===== src/rtl/adder_gear_pkg.sv =====
// -----------------------------------------------------------------------------
// adder_gear_pkg
// Shared geometry helpers for the GeAr approximate adder.
//   gear_num_sub(n, r, p) : number of overlapping sub-adders K for an n-bit sum
//   gear_valid(n, r, p)   : 1 when (r, p) tile an n-bit sum exactly
// -----------------------------------------------------------------------------
package adder_gear_pkg;

    // K = (N - L)/R + 1, with L = R + P.
    function automatic int gear_num_sub(input int n, input int r, input int p);
        return ((n - (r + p)) / r) + 1;
    endfunction

    // The sub-adder windows must fit inside N and step by R to land exactly
    // on the top bit, otherwise the result slices would leave gaps.
    function automatic bit gear_valid(input int n, input int r, input int p);
        if (r < 1)
            return 1'b0;
        if (p < 0)
            return 1'b0;
        if ((r + p) > n)
            return 1'b0;
        if (((n - (r + p)) % r) != 0)
            return 1'b0;
        return 1'b1;
    endfunction

endpackage


===== src/rtl/gear_sub_adder.sv =====
// -----------------------------------------------------------------------------
// gear_sub_adder
// Plain L-bit adder used as one window of the GeAr adder. The carry-out is
// intentionally not produced: every window's carry-out is discarded.
//   a, b : L-bit addends
//   cin  : carry-in
//   sum  : L-bit sum (mod 2^L)
// -----------------------------------------------------------------------------
module gear_sub_adder #(
    parameter int L = 8
) (
    input  logic [L-1:0] a,
    input  logic [L-1:0] b,
    input  logic         cin,
    output logic [L-1:0] sum
);

    assign sum = a + b + L'(cin);

endmodule


===== src/rtl/adder_gear_2c.sv =====
// -----------------------------------------------------------------------------
// adder_gear_2c
// Registered GeAr approximate adder for two's-complement operands.
// The N-bit sum is assembled from K overlapping (R+P)-bit windows; each window
// after the first sees only its P low overlap bits to predict its carry, so
// carry chains longer than P bits across a window boundary are lost.
//   clk   : clock, rising edge
//   rst   : synchronous active-high reset, clears OUT
//   A     : WIDTH_A-bit operand, sign-extended or truncated to N bits
//   B     : WIDTH_B-bit operand (N = WIDTH_B)
//   Carry : carry-in to window 0 only
//   OUT   : registered approximate sum mod 2^N, one cycle latency
// -----------------------------------------------------------------------------
module adder_gear_2c
    import adder_gear_pkg::*;
#(
    parameter int R       = 4,
    parameter int P       = 4,
    parameter int WIDTH_A = 16,
    parameter int WIDTH_B = 16
) (
    input  logic               clk,
    input  logic               rst,
    input  logic [WIDTH_A-1:0] A,
    input  logic [WIDTH_B-1:0] B,
    input  logic               Carry,
    output logic [WIDTH_B-1:0] OUT
);

    localparam int N = WIDTH_B;
    localparam int L = R + P;
    localparam int K = gear_num_sub(N, R, P);

    if (!gear_valid(N, R, P)) begin : g_bad_geometry
        $error("adder_gear_2c: illegal geometry R=%0d P=%0d N=%0d", R, P, N);
    end

    logic [N-1:0] a_ext;
    logic [N-1:0] sum_approx;
    logic [L-1:0] sub_sum [K];

    // Align A to the sum width: sign-extend a narrow operand, keep the LSBs
    // of a wide one.
    if (WIDTH_A < N) begin : g_a_sext
        assign a_ext = {{(N - WIDTH_A){A[WIDTH_A-1]}}, A};
    end else if (WIDTH_A > N) begin : g_a_trunc
        logic unused_a_msbs;
        assign a_ext         = A[N-1:0];
        assign unused_a_msbs = ^A[WIDTH_A-1:N];
    end else begin : g_a_same
        assign a_ext = A;
    end

    // Window i covers bits [i*R+L-1 : i*R]. Window 0 supplies all of its L
    // bits; later windows supply only their upper R bits, the lower P bits
    // exist purely to predict the carry into those R bits.
    for (genvar i = 0; i < K; i++) begin : g_sub
        gear_sub_adder #(
            .L(L)
        ) u_sub (
            .a   (a_ext[i*R +: L]),
            .b   (B[i*R +: L]),
            .cin ((i == 0) ? Carry : 1'b0),
            .sum (sub_sum[i])
        );

        if (i == 0) begin : g_first
            assign sum_approx[L-1:0] = sub_sum[0];
        end else begin : g_rest
            assign sum_approx[i*R+P +: R] = sub_sum[i][L-1:P];
            if (P > 0) begin : g_pred_drop
                logic unused_pred_bits;
                assign unused_pred_bits = ^sub_sum[i][(P > 0 ? P-1 : 0):0];
            end
        end
    end

    // Output register; reset wins over the sum in the same cycle.
    always_ff @(posedge clk) begin
        if (rst)
            OUT <= '0;
        else
            OUT <= sum_approx;
    end

endmodule


===== config.mk =====
export PLATFORM = sky130hd
export DESIGN_NAME = adder_gear_2c
export DESIGN_NICKNAME = d
export VERILOG_FILES = /design/src/rtl/adder_gear_pkg.sv /design/src/rtl/gear_sub_adder.sv /design/src/rtl/adder_gear_2c.sv
export SDC_FILE = /design/constraint.sdc
export NUM_CORES = 1
export LEC_CHECK = 0
export BUFFER_PORTS_ARGS = -buffer_cell sky130_fd_sc_hd__buf_4
export CORE_MARGIN = 3
export CORE_UTILIZATION = 49
export CTS_BUF_LIST = sky130_fd_sc_hd__clkbuf_16
export CTS_CLUSTER_SIZE = 12
export DETAILED_ROUTE_END_ITERATION = 6
export GPL_TIMING_DRIVEN = 1
export PLACE_DENSITY_LB_ADDON = 0.3
export RECOVER_POWER = 100
export SYNTH_ARGS = -nofsm -noshare
export SYNTH_HDL_FRONTEND = slang
export SYNTH_SLANG_ARGS = --single-unit

===== constraint.sdc =====
create_clock -name clk -period 3.27 [get_ports clk]
set_input_delay 0.327 -clock clk [delete_from_list [all_inputs] [get_ports clk]]
set_output_delay 0.327 -clock clk [all_outputs]
set_load 0.1 [all_outputs]

==> results.py, run 1 <==
metrics = {
    "synth": {
        "ys_warn_count": 0,
        "synth-xor-area-share_pct": 2.40,
        "ys_ff_latch": 16,
        "yosys.area_share.simple_pct": 15.7,
        "synth_top_family_by_area": "compound AO/OA/AOI/OAI gates",
        "async_reset_ff_share_pct": 0,
        "seq_area_frac_synth_pct": 29.3,
        "synth_compound_area_share_pct": 25.1,
        "synth_nets": 172,
        "synthAdderAreaFrac_pct": 19.7,
        "synth.mux.area_fraction_pct": 4.46,
        "synth_area_um2": 1090,
        "ys_types": 33,
        "syn_avg_cell_area_um2": 9.04,
        "syn-instance-count": 121,
        "synth_edf_count": 0,
        "ys.flop_type": "dfxtp_1",
    },
    "clock_tree": {
        "clkSinkCount": 16,
        "clock-root-buffer": "clkbuf_16",
        "clockBufferDepth": 2,
        "clk_pin_slew_ps": 50,
        "cts_tree": "done",
        "htree_levels": 1,
        "cts_buffers": 3,
        "postCtsHoldBufs": 0,
        "ctsResizeCount": 0,
        "cts_setup_buffers": 0,
    },
    "place": {
        "placed_cell_area_um2": 1500,
        "port_buffers": 50,
        "gp_congestion": 0.835,
        "dpl.hpwl_um": 2100,
        "place_ws_ps": 1280,
    },
    "final_layout": {
        "largest_reg_flops": 16,
        "n_antenna_cell": 0,
        "post-route-cell-area_um2": 1500,
        "final_cell_mix": "buf_4, clkbuf_1, dfxtp_1",
        "post-route-util_pct": 73.3,
        "areaGrowthSynthToFinish_pct": 36.8,
        "fillCellCount": 175,
        "nets": 225,
        "drive_gt1_share_pct": 23.1,
        "regMostFlops": "OUT",
        "final_common_cell": "buf_4",
        "top_regs": "OUT x16",
    },
    "drt": {
        "final_antenna_net_count": 0,
        "avgRoutedWirePerCell_um": 13.4,
        "first_pass_iters": 4,
        "vias": 1069,
        "drcViolationCount": 0,
        "wirelength_um": 2680,
        "drt_iter0_drc": 12,
        "vias_per_cell": 5.35,
    },
    "die": {
        "die_x_um": 53.2,
        "start_util_pct": 53.6,
        "die_area_um2": 2830,
        "die_h_um": 53.2,
        "fp.coreArea_um2": 2040,
        "boundaryPins": 51,
        "rows": 16,
    },
    "power_and_ir_drop": {
        "ir_worst_vdd_v": 0.000365,
        "cellPowerDensity_nw_per_um2": 552,
        "p_leak_uw": 0.000670,
    },
    "worst_hold_path": {
        "hp-class": "in2reg",
        "holdPathStages": 2,
    },
    "setup_path": {
        "critPathMaxFanout": 4,
        "cp-start-kind": "primary input",
        "arrival_ps": 1940,
        "worst_path_max_delay_cell": "ha_1",
        "critPathCaptureType": "flop",
        "crit_chain": "clkbuf_4 > ha_1 > a21oi_1 > o2111ai_1 > o31a_1 > mux2_1",
        "crit_type": "in2reg",
        "cp.required_ps": 3400,
        "cpPeakStageDelay_ps": 340,
    },
    "timing": {
        "worst_slew_pin_slew_ps": 1210,
        "finalCriticalPeriod_ps": 1810,
        "setup_viol_count_final": 0,
        "max_slew_margin_pct": 19.4,
        "setup_slack_ps": 1460,
        "report.final.hold_viol_count": 0,
        "post-route-period-util_pct": 55.3,
        "fmax_ghz": 0.553,
        "finalHoldWorstSlack_ps": 399,
        "final.setup.tns_ps": 0,
        "rsz0062_at_grt": "false",
        "final_max_slew_viol_count": 0,
    },
    "outcome": {
        "outcome": "finished clean",
    },
    "global_route": {
        "grt_pass1_wl_um": 3930,
        "antenna_found_initial": 0,
        "overflow": 0,
        "grt_max_degree": 19,
        "grt_pass1_vias": 982,
        "gr-usage-all-layers_pct": 19.1,
    },
    "run": {
        "drv_cap": 0,
    },
}
## cells by family after synthesis
kind of cell | after synthesis
AOI/OAI and AO/OA | 38
and+or+nand+nor | 34
adders and majority gates | 16
DFF | 16
buffers and inverters | 10
muxes | 4
xor gates and xnor gates | 3
## per-layer routing
metal  up-vias  part of all wire (%)  track usage, %
li1        552                     -               -
met1       480                    41            21.5
met2        31                    52            34.7
met3         6                   6.1            3.66
met4         0                   1.3            7.66
met5         -                     0               0
## synthesized netlist by cell type, drive strengths merged (2+ instances only)
cell type | instances | share of area (%)
inv | 8 | 2.7
o211ai | 2 | 1.4
o21ai | 6 | 2.7
o21bai | 2 | 1.4
nor2 | 12 | 4.1
o21a | 5 | 3.4
a21oi | 7 | 3.5
dfxtp | 16 | 29
nand3 | 4 | 1.8
clkbuf | 2 | 0.69
ha | 14 | 16
nand2 | 3 | 1.0
nor3 | 3 | 1.4
xnor2 | 3 | 2.4
nor2b | 6 | 3.4
mux2 | 4 | 4.5
fa | 2 | 3.7
o2111ai | 5 | 4.6
a211oi | 6 | 4.1
## critical path, delay by kind of cell
family	cells	cell delay, ps
mux	1	310
fa+ha+maj	1	340
compound gates	3	850
buf+inv	1	110
## power breakdown
part           internal (uW)  leakage [uW]  switching (uW)
registers                220      0.000134            5.89
logic                   94.7      0.000498             267
clock network            162     0.0000385            76.4
total                    477      0.000670             349
## per-stage QoR
stage | cells | power (uW)
finish | 200 | 826
global route | 200 | 863
CTS | 200 | 858
detailed placement | 196 | 616
global placement | 196 | 608
floorplan | 121 | 521
## layout make-up
type | count | area [um^2] | share of cell area (%)
clock buffers | 3 | 75.1 | 5.02
clock inverters | 1 | 3.75 | 0.251
inverters | 8 | 30.0 | 2.01
multi-input cells | 95 | 722 | 48.2
flip-flops and latches | 16 | 320 | 21.4
well taps | 27 | 33.8 | 2.26
repair buffers | 50 | 312 | 20.8
## worst paths after layout
path	end	start	slack, ps
worst max-delay path	OUT[15]	A[9]	1460
worst min-delay path	OUT[1]	rst	400
Power figures use the tool's default switching activity.
==> run 2, diff against run 1 <==
CORE_UTILIZATION = 46   (was 49)
clock period = 1.9 ns   (was 3.27 ns; I/O delays follow)
==> run 2 against run 1 <==
  * Sequential power is 73% higher
  * Highest routed layer unchanged
  * Critical endpoint unchanged
  * Utilization is 4.9 points lower
  * Flip-flop and latch count stayed put
  * Setup slack worse by 1200 ps
  * Critical path type unchanged
  * Via count is 3.6% higher
  * Global-route usage is 1.3 points higher
  * Die area is 5.8% higher
  * Worst hold slack worse by 150 ps
  * Sequential share of layout area is 0.42 points lower
==> results.py, run 2 (same netlist as run 1, synthesis figures left out) <==
metrics = {
    "power_and_ir_drop": {
        "p_total_uw": 1440,
        "ir_worst_vdd_v": 0.000486,
        "cellPowerDensity_nw_per_um2": 941,
        "p_leak_uw": 0.000715,
    },
    "global_route": {
        "overflow": 0,
        "gr-usage-all-layers_pct": 20.4,
        "grt_pass1_vias": 1106,
        "grt_max_degree": 19,
        "grt_pass1_wl_um": 4400,
        "antenna_found_initial": 0,
    },
    "drt": {
        "final_antenna_net_count": 0,
        "drt_iter0_drc": 4,
        "drcViolationCount": 0,
        "first_pass_iters": 4,
        "wirelength_um": 2800,
        "vias_per_cell": 5.46,
        "vias": 1108,
        "avgRoutedWirePerCell_um": 13.8,
    },
    "final_layout": {
        "final_cell_mix": "buf_4, dfxtp_1, ha_1",
        "areaGrowthSynthToFinish_pct": 39.6,
        "n_antenna_cell": 0,
        "nets": 227,
        "regMostFlops": "OUT",
        "fillCellCount": 213,
        "top_regs": "OUT x16",
        "drive_gt1_share_pct": 30.3,
        "largest_reg_flops": 16,
        "seq_area_um2": 320,
        "final_common_cell": "buf_4",
        "multi_input_area_um2": 722,
    },
    "place": {
        "port_buffers": 50,
        "gp_congestion": 0.835,
        "dpl.hpwl_um": 2200,
    },
    "clock_tree": {
        "clockBufferDepth": 2,
        "clkSinkCount": 16,
        "postCtsHoldBufs": 0,
        "htree_levels": 1,
        "ctsResizeCount": 0,
        "cts_setup_buffers": 0,
        "clock-root-buffer": "clkbuf_16",
        "cts_buffers": 3,
        "cts_tree": "done",
        "clk_pin_slew_ps": 50,
    },
    "worst_hold_path": {
        "hold_path_end": "OUT[0]",
        "hp-class": "in2reg",
        "holdPathStages": 2,
        "hold_path.startpoint": "rst",
    },
    "timing": {
        "report.final.hold_viol_count": 0,
        "fmax_ghz": 0.596,
        "finalCriticalPeriod_ps": 1680,
        "final_max_slew_viol_count": 0,
        "worst_slew_pin_slew_ps": 1180,
        "finalHoldWorstSlack_ps": 253,
        "setup_viol_count_final": 0,
        "post-route-period-util_pct": 88.3,
        "final.setup.tns_ps": 0,
        "max_slew_margin_pct": 21.5,
        "rsz0062_at_grt": "false",
    },
    "die": {
        "die_area_um2": 3000,
        "fp.coreArea_um2": 2230,
        "die_x_um": 54.8,
        "die_h_um": 54.8,
        "start_util_pct": 49.0,
        "boundaryPins": 51,
        "rows": 17,
    },
    "run": {
        "drv_cap": 0,
    },
    "setup_path": {
        "critPathMaxFanout": 4,
        "crit_type": "in2reg",
        "critPathCaptureType": "flop",
        "cp-start-kind": "primary input",
        "arrival_ps": 1810,
        "cp.required_ps": 2030,
    },
    "outcome": {
        "outcome": "finished clean",
    },
}
-- run 2: changes by cell type in the layout (fill, tap and decap cells not counted) --
cell | previous run | this run
clkbuf_2 | 0 | 11
clkbuf_1 | 17 | 5
buf_4 | 30 | 32
buf_1 | 0 | 1
-- run 2: area by class of cell --
type | count | share of cell area (%)
well taps | 28 | 2.30
clock inverters | 1 | 0.246
repair buffers | 52 | 22.3
flip-flops and latches | 16 | 21.0
multi-input cells | 95 | 47.3
inverters | 8 | 1.97
clock buffers | 3 | 4.92
-- run 2: critical path, stage by stage --
cell	delay, ps
clkbuf_4	110
ha_1	350
a21oi_1	290
o2111ai_1	260
o31a_1	310
mux2_1	300
-- run 2: layer usage --
| layer | vias up | GRT usage [%] | wire [um] |
|---|---|---|---|
| met4 | 0 | 9.13 | 36 |
| li1 | 559 | - | - |
| met2 | 34 | 39.4 | 1540 |
| met5 | - | 0 | 0 |
| met3 | 5 | 3.81 | 169 |
| met1 | 510 | 20.6 | 1060 |
-- run 2: report_power, final --
group	internal (uW)	total [uW]	switching [uW]
Sequential	379	390	11.2
Combinational	174	635	461
Clock	279	412	133
-- run 2: worst max path at each step --
stage,from,end,slack [ps],cells past startpoint
2_1_floorplan,A[0],OUT[5],260,5
3_3_place_gp,A[0],OUT[5],130,6
3_5_place_dp,A[0],OUT[5],100,6
4_1_cts,A[0],OUT[5],340,6
5_1_grt,A[9],OUT[15],170,6
6_report,A[9],OUT[15],220,6
-- run 2: per-stage QoR --
stage               area [um^2]  utilization, %  cells  worst slack, ps
floorplan                  1090               -    121              264
global placement           1510            67.7    199              129
detailed placement         1510            67.7    199             95.0
CTS                        1590            71.2    203              343
global route               1530            68.3    203              172
finish                     1530            68.3    203              223
